**src/rtl/lfsr_rand_multi.sv**
```systemverilog
// XNOR Fibonacci LFSR random source: serves N_CH fields of OUT_W bits per request over valid/ready.
// Optional macro LFSR_FREERUN_EN: the LFSR also steps in IDLE (without seed_load) and in HOLD.
module lfsr_rand_multi #(
    parameter int          WIDTH = 10,
    parameter int          OUT_W = 2,
    parameter int          N_CH  = 4,
    parameter logic [31:0] SEED  = 32'h029
) (
    input  logic                  clk,
    input  logic                  reset,
    input  logic                  seed_load,
    input  logic [WIDTH-1:0]      seed_in,
    input  logic                  req_valid,
    output logic                  req_ready,
    output logic                  rnd_valid,
    input  logic                  rnd_ready,
    output logic [N_CH*OUT_W-1:0] rnd_data,
    output logic                  seed_err
);

    // Maximal-length XNOR tap sets (1-based bit positions, XAPP052 table).
    function automatic logic [31:0] tap_mask(input int w);
        logic [31:0] m;
        m = '0;
        case (w)
            3:  m = (32'd1 << 2)  | (32'd1 << 1);
            4:  m = (32'd1 << 3)  | (32'd1 << 2);
            5:  m = (32'd1 << 4)  | (32'd1 << 2);
            6:  m = (32'd1 << 5)  | (32'd1 << 4);
            7:  m = (32'd1 << 6)  | (32'd1 << 5);
            8:  m = (32'd1 << 7)  | (32'd1 << 5)  | (32'd1 << 4)  | (32'd1 << 3);
            9:  m = (32'd1 << 8)  | (32'd1 << 4);
            10: m = (32'd1 << 9)  | (32'd1 << 6);
            11: m = (32'd1 << 10) | (32'd1 << 8);
            12: m = (32'd1 << 11) | (32'd1 << 5)  | (32'd1 << 3)  | (32'd1 << 0);
            13: m = (32'd1 << 12) | (32'd1 << 3)  | (32'd1 << 2)  | (32'd1 << 0);
            14: m = (32'd1 << 13) | (32'd1 << 4)  | (32'd1 << 2)  | (32'd1 << 0);
            15: m = (32'd1 << 14) | (32'd1 << 13);
            16: m = (32'd1 << 15) | (32'd1 << 14) | (32'd1 << 12) | (32'd1 << 3);
            17: m = (32'd1 << 16) | (32'd1 << 13);
            18: m = (32'd1 << 17) | (32'd1 << 10);
            19: m = (32'd1 << 18) | (32'd1 << 5)  | (32'd1 << 1)  | (32'd1 << 0);
            20: m = (32'd1 << 19) | (32'd1 << 16);
            21: m = (32'd1 << 20) | (32'd1 << 18);
            22: m = (32'd1 << 21) | (32'd1 << 20);
            23: m = (32'd1 << 22) | (32'd1 << 17);
            24: m = (32'd1 << 23) | (32'd1 << 22) | (32'd1 << 21) | (32'd1 << 16);
            25: m = (32'd1 << 24) | (32'd1 << 21);
            26: m = (32'd1 << 25) | (32'd1 << 5)  | (32'd1 << 1)  | (32'd1 << 0);
            27: m = (32'd1 << 26) | (32'd1 << 4)  | (32'd1 << 1)  | (32'd1 << 0);
            28: m = (32'd1 << 27) | (32'd1 << 24);
            29: m = (32'd1 << 28) | (32'd1 << 26);
            30: m = (32'd1 << 29) | (32'd1 << 5)  | (32'd1 << 3)  | (32'd1 << 0);
            31: m = (32'd1 << 30) | (32'd1 << 27);
            32: m = (32'd1 << 31) | (32'd1 << 21) | (32'd1 << 1)  | (32'd1 << 0);
            default: m = '0;
        endcase
        return m;
    endfunction

    localparam logic [31:0]      TAPS_ALL = tap_mask(WIDTH);
    localparam logic [WIDTH-1:0] TAPS     = TAPS_ALL[WIDTH-1:0];
    localparam logic [WIDTH-1:0] SEED_V   = SEED[WIDTH-1:0];
    localparam logic [WIDTH-1:0] ONES     = '1;
    localparam int               CH_W     = (N_CH > 1) ? $clog2(N_CH) : 1;
    localparam logic [CH_W-1:0]  CH_LAST  = CH_W'(N_CH - 1);

    if (WIDTH < 3 || WIDTH > 32) begin : g_bad_width
        $error("lfsr_rand_multi: WIDTH=%0d outside 3..32", WIDTH);
    end
    if (OUT_W < 1 || OUT_W > WIDTH) begin : g_bad_out_w
        $error("lfsr_rand_multi: OUT_W=%0d outside 1..WIDTH", OUT_W);
    end
    if (N_CH < 1 || N_CH > 16) begin : g_bad_n_ch
        $error("lfsr_rand_multi: N_CH=%0d outside 1..16", N_CH);
    end
    if (SEED_V == ONES) begin : g_bad_seed
        $error("lfsr_rand_multi: SEED must not be all ones");
    end

    typedef enum logic [1:0] {
        S_IDLE,
        S_GEN,
        S_HOLD
    } state_t;

    state_t                state_q;
    logic [WIDTH-1:0]      lfsr_q;
    logic [WIDTH-1:0]      lfsr_d;
    logic [CH_W-1:0]       ch_q;
    logic [N_CH*OUT_W-1:0] data_q;
    logic                  req_ready_q;
    logic                  rnd_valid_q;
    logic                  seed_err_q;
    logic                  fb;
    logic                  seed_in_ok;

    // With an even tap count the XNOR chain reduces to inverted parity; all ones would lock, so it reseeds.
    assign fb         = ~^(lfsr_q & TAPS);
    assign lfsr_d     = (lfsr_q == ONES) ? SEED_V : {lfsr_q[WIDTH-2:0], fb};
    assign seed_in_ok = (seed_in != ONES);

    always_ff @(posedge clk or posedge reset) begin
        if (reset) begin
            state_q     <= S_IDLE;
            lfsr_q      <= SEED_V;
            ch_q        <= '0;
            data_q      <= '0;
            req_ready_q <= 1'b1;
            rnd_valid_q <= 1'b0;
            seed_err_q  <= 1'b0;
        end else begin
            seed_err_q <= 1'b0;
            unique case (state_q)
                S_IDLE: begin
                    if (seed_load) begin
                        lfsr_q     <= seed_in_ok ? seed_in : SEED_V;
                        seed_err_q <= ~seed_in_ok;
                    end else begin
`ifdef LFSR_FREERUN_EN
                        lfsr_q <= lfsr_d;
`endif
                        if (req_valid) begin
                            state_q     <= S_GEN;
                            ch_q        <= '0;
                            req_ready_q <= 1'b0;
                        end
                    end
                end
                S_GEN: begin
                    lfsr_q                       <= lfsr_d;
                    data_q[ch_q*OUT_W +: OUT_W]  <= lfsr_d[OUT_W-1:0];
                    ch_q                         <= ch_q + 1'b1;
                    if (ch_q == CH_LAST) begin
                        state_q     <= S_HOLD;
                        rnd_valid_q <= 1'b1;
                    end
                end
                S_HOLD: begin
`ifdef LFSR_FREERUN_EN
                    lfsr_q <= lfsr_d;
`endif
                    if (rnd_ready) begin
                        state_q     <= S_IDLE;
                        rnd_valid_q <= 1'b0;
                        req_ready_q <= 1'b1;
                    end
                end
                default: begin
                    state_q     <= S_IDLE;
                    rnd_valid_q <= 1'b0;
                    req_ready_q <= 1'b1;
                end
            endcase
        end
    end

    assign req_ready = req_ready_q;
    assign rnd_valid = rnd_valid_q;
    assign rnd_data  = data_q;
    assign seed_err  = seed_err_q;

endmodule
```
**config.mk**
```make
export PLATFORM = sky130hd
export DESIGN_NAME = lfsr_rand_multi
export DESIGN_NICKNAME = d
export VERILOG_FILES = /design/src/rtl/lfsr_rand_multi.sv
export SDC_FILE = /design/constraint.sdc
export NUM_CORES = 1
export LEC_CHECK = 0
export CAP_MARGIN = 20
export CELL_PAD_IN_SITES_DETAIL_PLACEMENT = 0
export CELL_PAD_IN_SITES_GLOBAL_PLACEMENT = 1
export CORE_ASPECT_RATIO = 2
export CORE_MARGIN = 2
export CORE_UTILIZATION = 45
export CTS_BUF_LIST = sky130_fd_sc_hd__clkbuf_4 sky130_fd_sc_hd__clkbuf_8
export DETAILED_ROUTE_END_ITERATION = 12
export PLACE_DENSITY_LB_ADDON = 0.1
export SYNTH_ARGS = -nofsm -noshare
export SYNTH_HDL_FRONTEND = slang
export SYNTH_SLANG_ARGS = --single-unit
```
**constraint.sdc**
```tcl
create_clock -name clk -period 2.8 [get_ports clk]
set_input_delay 0.56 -clock clk [delete_from_list [all_inputs] [get_ports clk]]
set_output_delay 0.56 -clock clk [all_outputs]
set_load 0.02 [all_outputs]
```
* After elaboration in Yosys (flattened, before gate mapping)
Cells that the tools add are included.
W data, S select, Z words.
** Operators by class
- $add $sub $neg :: 2
- Eq/ne operators :: 10
- Shift operators :: 2
- Mux-type cells :: 22
- Bitwise logic cells :: 3
- Reduce and logical (&&, ||, !) cells :: 8
** Operator list (count)
- $neg A3 Y34 :: 1
- $shift A2 B34 Y8 const A :: 1
- $shiftx A2 B34 Y8 :: 1
- $mux W10 :: 3
- $pmux W10 S2 :: 1
- $mux W2 :: 6
- $eq A10 B10 Y1 const B :: 1
- $ne A10 B10 Y1 const B :: 1
- $ne A2 B2 Y1 const B :: 5
- $reduce_xnor A10 Y1 :: 1
- $bwmux W8 :: 1
- $reduce_and A4 Y1 :: 2
- $mux W1 :: 7
- $pmux W1 S3 :: 2
- $pmux W2 S3 :: 1
- $reduce_and A3 Y1 :: 2
- $eq A2 B2 Y1 const B :: 2
- $pmux W2 S2 :: 1
- $not A1 Y1 :: 3
- $add A2 B1 Y2 const B :: 1
- $eq A2 B1 Y1 const B :: 1
- $logic_not A2 Y1 :: 1
- $reduce_and A2 Y1 :: 1
- $reduce_bool A2 Y1 :: 1
** Storage, ports and cells
- Register bits :: 25
- Bits of input ports :: 15
- Output and inout port bits :: 11
- Word-level logic and storage cells :: 54

* Logic depth before layout (Yosys ltp)
Gate-level depths: netlist of run 1.
- Depth in word-level cells :: 4
- Gate-level depth with buffers :: 5
- Depth with buffers taken out :: 5

* Least setup slack after synthesis of run 1
Ideal clock, no wire load.
- Kind :: register -> register
- From :: register ch_q[0]
- To :: register data_q[4] (netlist: rnd_data[4])
- Setup time :: 125 ps
- Data arrival time :: 1425 ps
- Data required time :: 2675 ps
- Setup slack :: 1250 ps
- Stages on the path, launching flop included :: 6
- Path buffers :: 0
- Cell sequence :: dfrtp_1 -> inv_1 -> ha_1 -> nor3b_1 -> nor2b_1 -> mux2_2
** On the way
- Word-level cells in the longest chain between the ends :: 3
- Elaborated cells on any way between the ends :: 4
** RTL lines
- start, declared :: line 90 : logic [CH_W-1:0] ch_q;
- start signal, assigned :: line 133 : ch_q <= ch_q + 1'b1;
- $neg A3 Y34 (*) :: line 132 : data_q[ch_q*OUT_W +: OUT_W] <= lfsr_d[OUT_W-1:0];
- $shiftx A2 B34 Y8 or $shift A2 B34 Y8 (tied branches) :: line 132
- $bwmux W8 (*) :: line 132
- end signal, assigned by index :: line 132
- end, declared :: line 91 : logic [N_CH*OUT_W-1:0] data_q;
Mark *: on every way between the ends. The rest lies on a longest branch, timed or not.
A chain may end at the register's enable or synchronous reset.

* Worst setup path in the final report of run 1
- From :: register req_ready_q (netlist: req_ready)
- To :: output port req_ready
** RTL lines
- start, declared :: line 92 : logic req_ready_q;
- start signal, assigned :: line 109 : req_ready_q <= 1'b1;
- start signal, assigned :: line 126 : req_ready_q <= 1'b0;
- start signal, assigned :: line 146 : req_ready_q <= 1'b1;
- end, declared :: line 14 : output logic req_ready,
No word-level cell between the ends.

==> results of run 1 <==
[flip-flops by register name, indices dropped and copies added (netlist names)]
register / cells
ch_q: 2
lfsr_q: 10
req_ready: 1
rnd_data: 8
rnd_valid: 1
seed_err: 1
state_q: 2
[cell families (layout without fill, tap and decap cells)]
family | after synthesis | count (layout) | share of synthesized area
AO/OA/AOI/OAI | 29 | 29 | 0.193
XOR/XNOR | 1 | 1 | 0.00669
adder cells (fa/ha/maj) | 6 | 6 | 0.0574
buffers and inverters | 7 | 34 | 0.0325
flip-flops | 25 | 25 | 0.482
multiplexers | 4 | 4 | 0.0344
AND/OR/NAND/NOR | 40 | 40 | 0.194
[cell type report]
class / count / area [µm²]
Inverter: 4 / 15.0
Timing Repair Buffer: 26 / 258
Clock buffer: 3 / 41.3
Multi-Input combinational cell: 80 / 636
Clock inverter: 1 / 5.00
Fill cell: 254 / 1150
Tap cell: 29 / 36.3
Sequential cell: 25 / 631
[power groups by stage]
stage | clock network (µW) | registers [µW] | logic, µW
after floorplan | 0 | 708 | 569
after global placement | 0 | 699 | 813
after detailed placement | 0 | 703 | 827
after CTS | 222 | 697 | 830
after global routing | 232 | 722 | 903
final | 217 | 696 | 815
[cell usage in the layout (no fill, tap or decap), types with 2 or more instances in the layout]
master and count:
clkdlybuf4s50_1 25, dfrtp_1 21, nand2_1 10, and2_2 7, a221o_1 7, ha_1 6, o21ai_0 4, o2bb2ai_1 4
inv_1 4, mux2_2 4, dfstp_2 4, nand4_1 3, a22o_1 3, nor2_1 3, o31ai_1 3, clkbuf_8 3
and4_2 2, o31a_1 2, nand2b_1 2, nor2b_1 2, a22oi_1 2, nor3b_1 2, nand3_1 2, nand3b_1 2
[per-stage QoR]
step	instances	hold WS (ps)	setup slack, ps	cell area, µm²	total power (µW)
floorplan	112	466	1250	1310	1280
global placement	164	468	836	1580	1510
detailed placement	164	472	793	1580	1530
CTS	168	494	824	1620	1750
global route	168	516	809	1620	1860
finish	168	487	838	1620	1730
[worst reg2reg max path, cell delays in order (launching register included)]
cell and delay (ps):
dfrtp_1 520, inv_1 130, ha_1 380, nor3b_1 170, nor2b_1 140, mux2_2 270
[layer usage]
layer / up-vias / global-route usage
li1: 471 / -
met1: 483 / 0.185
met2: 14 / 0.359
met3: 2 / 0.0135
met4: 0 / 0.0563
met5: - / 0
[how the worst max path moves through the flow]
| stage | from | depth (start not counted) | to | slack [ps] |
|---|---|---|---|---|
| floorplan | ch_q[0] | 5 | rnd_data[4] | 1250 |
| global placement | seed_load | 4 | lfsr_q[6] | 840 |
| detailed placement | seed_load | 4 | lfsr_q[8] | 790 |
| CTS | req_ready | 1 | req_ready | 820 |
| global route | req_ready | 1 | req_ready | 810 |
| finish | req_ready | 1 | req_ready | 840 |
==> summary.md, run 1 <==
| Metric | Value |
|---|---|
| Most common cell in the synthesized netlist | dfrtp_1 |
| Crit path largest cell delay | approximately 600 ps |
| Via density | about 5.8 |
| # DRC | 0 |
| Vias | a little under 1k |
| Core Area | 2770 µm² |
| Cell variety after synth | 34 |
| Leak pwr | 0.000692 µW |
| Seq cells post-synth | 25 |
| Min-delay src | rnd_data[3] |
| Top Metal Used | met4 |
| Syn nets | 133 |
| Fmax | a little over 0.5 GHz |
| Synth top area share | 0.402 |
| Port Buffers | 25 |
| Pwr Density | 1070 nW/µm² |
| # hold bufs at CTS | 0 |
| Clock Sinks | 25 |
| Post-Synthesis Cells | roughly 110 |
| Worst hold path type | reg -> reg |
| Htree depth | 1 |
| Clock skew | between 8 and 9 ps |
| M1 WL | approximately 1100 µm |
| Pint | roughly 1000 µW |
| HPWL Detailed | about 2100 µm |
| Async set-reset flop share out of synthesis | 1.00 |
| Overall die height | 80.3 µm |
| Worst Path Arrival | approximately 1400 ps |
| CTS tree | yes |
| Least-Margin Pin Slew | between 600 and 700 ps |
| Yosys warning total | 0 |
| Initial Util | 0.472 |
| Sequential share of power | 0.403 |
| Final nets | 161 |
| CP max FO | 2 |
| Clock power share | 0.125 |
| Max Buffers Root-to-Sink | 2 |
| Reg-to-reg slack, setup | around 1100 ps |
| Gr usage total | 0.177 |
| CP Buf/Inv Count | 1 |
| VDD IR max | roughly 0.0006 V |
| Rel. slew slack | 0.565 |
| Num CTS Buffers | 3 |
| Outcome | complete, no violations |
| Diodes inserted | 0 |
| Unrepaired setup endpoints after global routing | no |
| Final Hold Fails | 0 |
| Wire length on met3 | around 48 µm |
| Final GP Congestion | between 0.7 and 0.8 |
| Layout area overhead | 23.9% |
| Crit path cell chain | clkdlybuf4s50_1 |
| Worst reg2reg path endpoint | rnd_data[4] |
| CP Class | reg -> out |
| CTS root buf | clkbuf_8 |
| Psw | just under 700 µW |
| Top delay family on crit path | buffers and inverters |
| Reg-to-reg startpoint | ch_q[0] |
| Total die area | ~3400 µm² |
| Post-DRT Antenna Nets | 0 |
| Routed WL | 2690 µm |
| Post-CTS Setup Inserts | 0 |
| EDFF count, synth | 0 |
| Req. time, crit path | ~2200 ps |
| Gr ovfl total | 0 |
| Met2 wire length | approximately 1500 µm |
| Fraction of layout cells with a size suffix above 1 | 0.180 |
| Ports | 26 |
| Post-Syn Area per Cell | between 10 and 15 µm² |
| Final Cycle Share | 0.701 |
| Number of global-route vias before repair | between 1k and 1.5k |
| Largest cells by area after synthesis | dfrtp_1, dfstp_2, ha_1 |
| Post-synth top area cell | dfrtp_1 |
| Final core occ | 0.585 |
| First-pass GRT wire length | about 4700 µm |
| Dominant synthesized flop cell | dfrtp_1 |
| Max Slew Vio Count | 0 |
| MaxCap Viol Count | 0 |
| Clock latency on the worst-skew pair | around 270 ps |
| Sequential share of the synthesized area | 0.482 |
| Die X | 42.1 µm |
| Hold path cells | 2 |
| Setup crit end kind | output port |
| TritonRoute pass-1 iters | 4 |
| Worst-case hold path end point | rnd_data[3] |
| WL per Instance | around 16 µm |
| Row count | 27 |
| Synth Cell Area | around 1300 µm² |
| Comb power frac | 0.472 |
| Final setup fails | 0 |
| Pin count of the biggest net entering global routing | 26 |
| Post-CTS sizing | 0 |
| Worst Setup Start Kind | flip-flop |
| Initial DRC count | 20 |
| Clock slew at reported path FFs | 90 ps |
| Initial antenna violation count | 0 |
| Top cells by count, synth | dfrtp_1, nand2_1, a221o_1, and2_2, ha_1 |
| CP max stage cell | clkdlybuf4s50_1 |
| Minimum clock period | 1960 ps |
| Switching Fraction | 0.394 |
| Reg2Reg Depth | 5 |
| Setup TNS | 0 ps |
No activity file was read; power rests on OpenSTA's default activity.
==> run 2, diff against run 1 <==
CORE_UTILIZATION = 38   (was 45)
clock period = 1.8 ns   (was 2.8 ns; I/O delays follow)
==> run 2 against run 1 <==
  * Global-route usage is 0.78 points lower
  * Critical path depth unchanged
  * Clock skew down 6.7 ps
  * Via count rose by 2.8%
  * Non-clock buffer count rose by 5
==> summary.md, run 2 (synthesis gave the netlist of run 1 again) <==
| Metric | Value |
|---|---|
| Outcome | complete, no violations |
| Number of global-route vias before repair | 1079 (+0.56%) |
| # hold bufs at CTS | 0 (unchanged) |
| Via density | 5.66 (-1.9%) |
| CP Class | reg -> out |
| CP max stage cell | clkdlybuf4s50_1 |
| Total power | 2820 µW (+63%) |
| Post-Place Cell Area | 1620 µm² (+2.6%) |
| First-pass GRT wire length | 4920 µm (+4.5%) |
| Pin count of the biggest net entering global routing | 26 (unchanged) |
| Worst Setup Start Kind | flip-flop |
| # DRC | 0 (unchanged) |
| Final Hold Fails | 0 (unchanged) |
| Final Cycle Share | 0.976 |
| Clock Sinks | 25 (unchanged) |
| Largest Register | lfsr_q |
| Largest register FFs | 10 (unchanged) |
| Final setup fails | 0 (unchanged) |
| Num CTS Buffers | 3 (unchanged) |
| Reg-to-reg startpoint | ch_q[1] |
| WHS | 427 ps (-60.7 ps) |
| Routed WL | 2860 µm (+6.4%) |
| Least-Margin Pin Slew | 639 ps (-8.29 ps) |
| CP Buf/Inv Count | 1 (unchanged) |
| Clock skew | 1.86 ps (-6.67 ps) |
| Die X | 45.5 µm (+8.0%) |
| Rel. slew slack | 0.573 (+0.00834) |
| Row count | 30 (+11%) |
| Unrepaired setup endpoints after global routing | no |
| Clock latency on the worst-skew pair | 270 ps (about the same) |
| Max Slew Vio Count | 0 (unchanged) |
| VDD IR max | 0.000740 V (+23%) |
| Leading cell type in the layout, fill and taps excluded | clkdlybuf4s50_1 |
| Final nets | 166 (+3.1%) |
| Gr ovfl total | 0 (unchanged) |
| CP max FO | 2 (unchanged) |
| Final Instance Area | 1670 µm² (+2.7%) |
| Crit path cell chain | clkdlybuf4s50_1 |
| HPWL Detailed | 2220 µm (+7.2%) |
| Ports | 26 (unchanged) |
| Overall die height | 87.0 µm (+8.4%) |
| Layout area overhead | 27.2% |
| Crit path largest cell delay | 590 ps (about the same) |
| TritonRoute pass-1 iters | 4 (unchanged) |
| Leak pwr | 0.000717 µW (+3.7%) |
| Total die area | 3960 µm² (+17%) |
| Req. time, crit path | 1440 ps (-800 ps) |
| Post-DRT Antenna Nets | 0 (unchanged) |
| CTS tree | yes |
| Port Buffers | 25 (unchanged) |
| Minimum clock period | 1760 ps |
| Diodes inserted | 0 (unchanged) |
| Post-CTS sizing | 0 (unchanged) |
| DP Worst Slack | 6.48 ps (-787 ps) |
| Clock slew at reported path FFs | 90 ps (about the same) |
| Top delay family on crit path | buffers and inverters |
| Initial antenna violation count | 0 (unchanged) |
| Final Worst Setup Slack | 42.5 ps (-796 ps) |
| Gr usage total | 0.170 (-0.00777) |
| Vias | 997 (+2.8%) |
| Worst Path Arrival | 1400 ps (about the same) |
| Setup crit end kind | output port |
| Htree depth | 1 (unchanged) |
| MaxCap Viol Count | 0 (unchanged) |
| CTS root buf | clkbuf_8 |
| Worst hold path type | in -> async |
| Initial Util | 0.392 (-0.0807) |
| Fmax | about 0.57 GHz |
| Final GP Congestion | 0.823 (+3.7%) |
| CP startpoint | req_ready |
| Fraction of layout cells with a size suffix above 1 | 0.208 (+0.0285) |
| Initial DRC count | 23 (+15%) |
| Max Buffers Root-to-Sink | 2 (unchanged) |
| WL per Instance | 16.2 µm (+1.6%) |
| Commonest non-fill, non-tap cells in the layout | clkdlybuf4s50_1, dfrtp_1, nand2_1 |
| Post-CTS Setup Inserts | 0 (unchanged) |
| Pwr Density | 1690 nW/µm² (+59%) |
| Core Area | 3340 µm² (+21%) |
| Setup TNS | 0 ps (unchanged) |
-- run 2: cell type report --
type	instances	area, µm²
clock buffer	4	48.8
fill	319	1680
inverter	4	15.0
multi-input combinational	80	636
sequential	25	631
tap	32	40.0
timing repair buffer	31	295
-- run 2: routing by layer --
metal  up-vias  track usage  wire, µm
li1        481            -         -
met1       489        0.185      1070
met2        22        0.303      1660
met3         5       0.0207        68
met4         0       0.0802        65
met5         -            0         0
-- run 2: final timing paths --
kind	to	slack, ps	cells after the start
max	req_ready	40	1
min	rnd_data[0]	430	3
max reg2reg	rnd_data[4]	250	5
min reg2reg	rnd_data[3]	480	2
max in group asynchronous	lfsr_q[3]	1080	3
min in group clk	rnd_data[3]	480	2
-- run 2: report_power, final --
part / total (µW) / switching, µW / internal (µW)
sequential: 1060 / 224 / 833
combinational: 1410 / 686 / 722
clock: 352 / 178 / 174
-- run 2: through the flow --
stage | util | std cells
2_1_floorplan | - | 112
3_3_place_gp | 0.484 | 172
3_5_place_dp | 0.484 | 172
4_1_cts | 0.499 | 176
5_1_grt | 0.499 | 176
6_report | 0.499 | 176
==> run 3, diff against run 2 <==
CAP_MARGIN = 0   (was 20)
CORE_MARGIN = 10   (was 2)
==> run 3 against run 2 <==
  * Power down 0.54%
  * Count of clock-buffer cells in the layout fell by 1
  * Maximum frequency hardly changed
  * Clock skew rose by 1.7 ps
  * Wire length up 7.8%
  * Sequential share of layout area up 0.057 points
  * Design area fell by 0.15%
  * First-iteration DRC count shrank 4.3%
==> summary.md, run 3 (synthesis gave the netlist of run 1 again) <==
| Metric | Value |
|---|---|
| Max Slew Vio Count | 0 (unchanged) |
| Worst Setup Start Kind | flip-flop |
| CTS tree | yes |
| Via density | 5.57 (-1.7%) |
| Core Area | 3340 µm² (unchanged) |
| Worst Path Arrival | 1400 ps (about the same) |
| Leading cell type in the layout, fill and taps excluded | clkdlybuf4s50_1 |
| Gr ovfl total | 0 (unchanged) |
| Largest Register | lfsr_q |
| # hold bufs at CTS | 0 (unchanged) |
| Ports | 26 (unchanged) |
| TritonRoute pass-1 iters | 4 (unchanged) |
| Critical path depth | 1 (unchanged) |
| CP Class | reg -> out |
| Clock slew at reported path FFs | 90 ps (about the same) |
| Final nets | 166 (unchanged) |
| CP max FO | 2 (unchanged) |
| First-pass GRT wire length | 5000 µm (+1.5%) |
| Req. time, crit path | 1440 ps (about the same) |
| Post-CTS Setup Inserts | 0 (unchanged) |
| Unrepaired setup endpoints after global routing | no |
| Routed WL | 3080 µm (+7.8%) |
| Pin count of the biggest net entering global routing | 26 (unchanged) |
| Crit path largest cell delay | 600 ps (about the same) |
| Vias | 980 (-1.7%) |
| Clock skew | 3.58 ps (+1.73 ps) |
| Diodes inserted | 0 (unchanged) |
| Reg2Reg Depth | 5 (unchanged) |
| Commonest non-fill, non-tap cells in the layout | clkdlybuf4s50_1, dfrtp_1, nand2_1 |
| Total die area | 6330 µm² (+60%) |
| Final GP Congestion | 0.792 (-3.8%) |
| MaxCap Viol Count | 0 (unchanged) |
| Rel. slew slack | 0.566 (-0.00652) |
| Final Hold Fails | 0 (unchanged) |
| Overall die height | 103 µm (+18%) |
| Setup crit end kind | output port |
| Final non-filler cell total | 176 (unchanged) |
| Initial antenna violation count | 0 (unchanged) |
| Max Buffers Root-to-Sink | 2 (unchanged) |
| Number of global-route vias before repair | 1071 (-0.74%) |
| Post-DRT Antenna Nets | 0 (unchanged) |
| Crit path cell chain | clkdlybuf4s50_1 |
| Largest register FFs | 10 (unchanged) |
| Port Buffers | 25 (unchanged) |
| Final setup fails | 0 (unchanged) |
| Clock Sinks | 25 (unchanged) |
| DP Worst Slack | -3.56 ps (-10.0 ps) |
| CP max stage cell | clkdlybuf4s50_1 |
| Htree depth | 1 (unchanged) |
| Worst hold path type | in -> async |
| WHS | 428 ps (+1.32 ps) |
| Gr usage total | 0.104 (-0.0653) |
| Least-Margin Pin Slew | 649 ps (+9.76 ps) |
| Leak pwr | 0.000716 µW (about the same) |
| HPWL Detailed | 2450 µm (+10%) |
| Final Cycle Share | 0.977 (about the same) |
| # DRC | 0 (unchanged) |
| Die X | 61.5 µm (+35%) |
| Fraction of layout cells with a size suffix above 1 | 0.208 (unchanged) |
| Worst reg2reg path endpoint | rnd_data[4] |
| Pwr Density | 1690 nW/µm² (-0.39%) |
| Fmax | 0.569 GHz (about the same) |
| Outcome | complete, no violations |
| Initial Util | 0.392 (unchanged) |
| Layout area overhead | 27.1% |
| Initial DRC count | 22 (-4.3%) |
| Row count | 30 (unchanged) |
| Post-CTS sizing | 0 (unchanged) |
| CP Buf/Inv Count | 1 (unchanged) |
| Minimum clock period | 1760 ps (+1.13 ps) |
| Setup TNS | 0 ps (unchanged) |
| Top delay family on crit path | buffers and inverters |
| CTS root buf | clkbuf_8 |
| Num CTS Buffers | 3 (unchanged) |
| Final Worst Setup Slack | 41.3 ps (-1.13 ps) |
| Reg-to-reg startpoint | ch_q[1] |
| WL per Instance | 17.5 µm (+7.8%) |
| # placed instances | 172 (unchanged) |
| VDD IR max | 0.000733 V (-0.99%) |
| Clock latency on the worst-skew pair | 270 ps (about the same) |
| Reg-to-reg slack, setup | 220 ps (-30 ps) |
run 3: per-stage QoR:
step	cell area, µm²	utilization	power [µW]
2_1_floorplan	1310	-	1990
3_3_place_gp	1620	0.484	2480
3_5_place_dp	1620	0.484	2500
4_1_cts	1660	0.498	2850
5_1_grt	1660	0.498	3020
6_report	1660	0.498	2800
run 3: area by class of cell:
cell class	count	area (µm²)
Tap cell	32	40.0
Sequential cell	25	631
Clock buffer	3	41.3
Fill cell	310	1680
Multi-Input combinational cell	80	636
Clock inverter	1	5.00
Timing Repair Buffer	31	295
Inverter	4	15.0
run 3: where the power goes:
group / internal [µW] / leakage [µW] / switching (µW)
sequential: 833 / 0.000314 / 218
combinational: 723 / 0.000377 / 690
clock: 155 / 0.0000255 / 182
run 3: worst max path at each step:
stage,start,to,slack [ps]
after CTS,req_ready,req_ready,20
after floorplan,ch_q[0],rnd_data[4],250
after global placement,seed_load,lfsr_q[6],10
after detailed placement,seed_load,lfsr_q[4],-4
final,req_ready,req_ready,40
after global routing,req_ready,req_ready,0.6
run 3: routing by layer:
layer / up-vias / track usage / part of all wire
met1: 470 / 0.102 / 0.37
met2: 22 / 0.199 / 0.57
met3: 5 / 0.0173 / 0.035
li1: 483 / - / -
met4: 0 / 0.0467 / 0.017
met5: - / 0 / 0
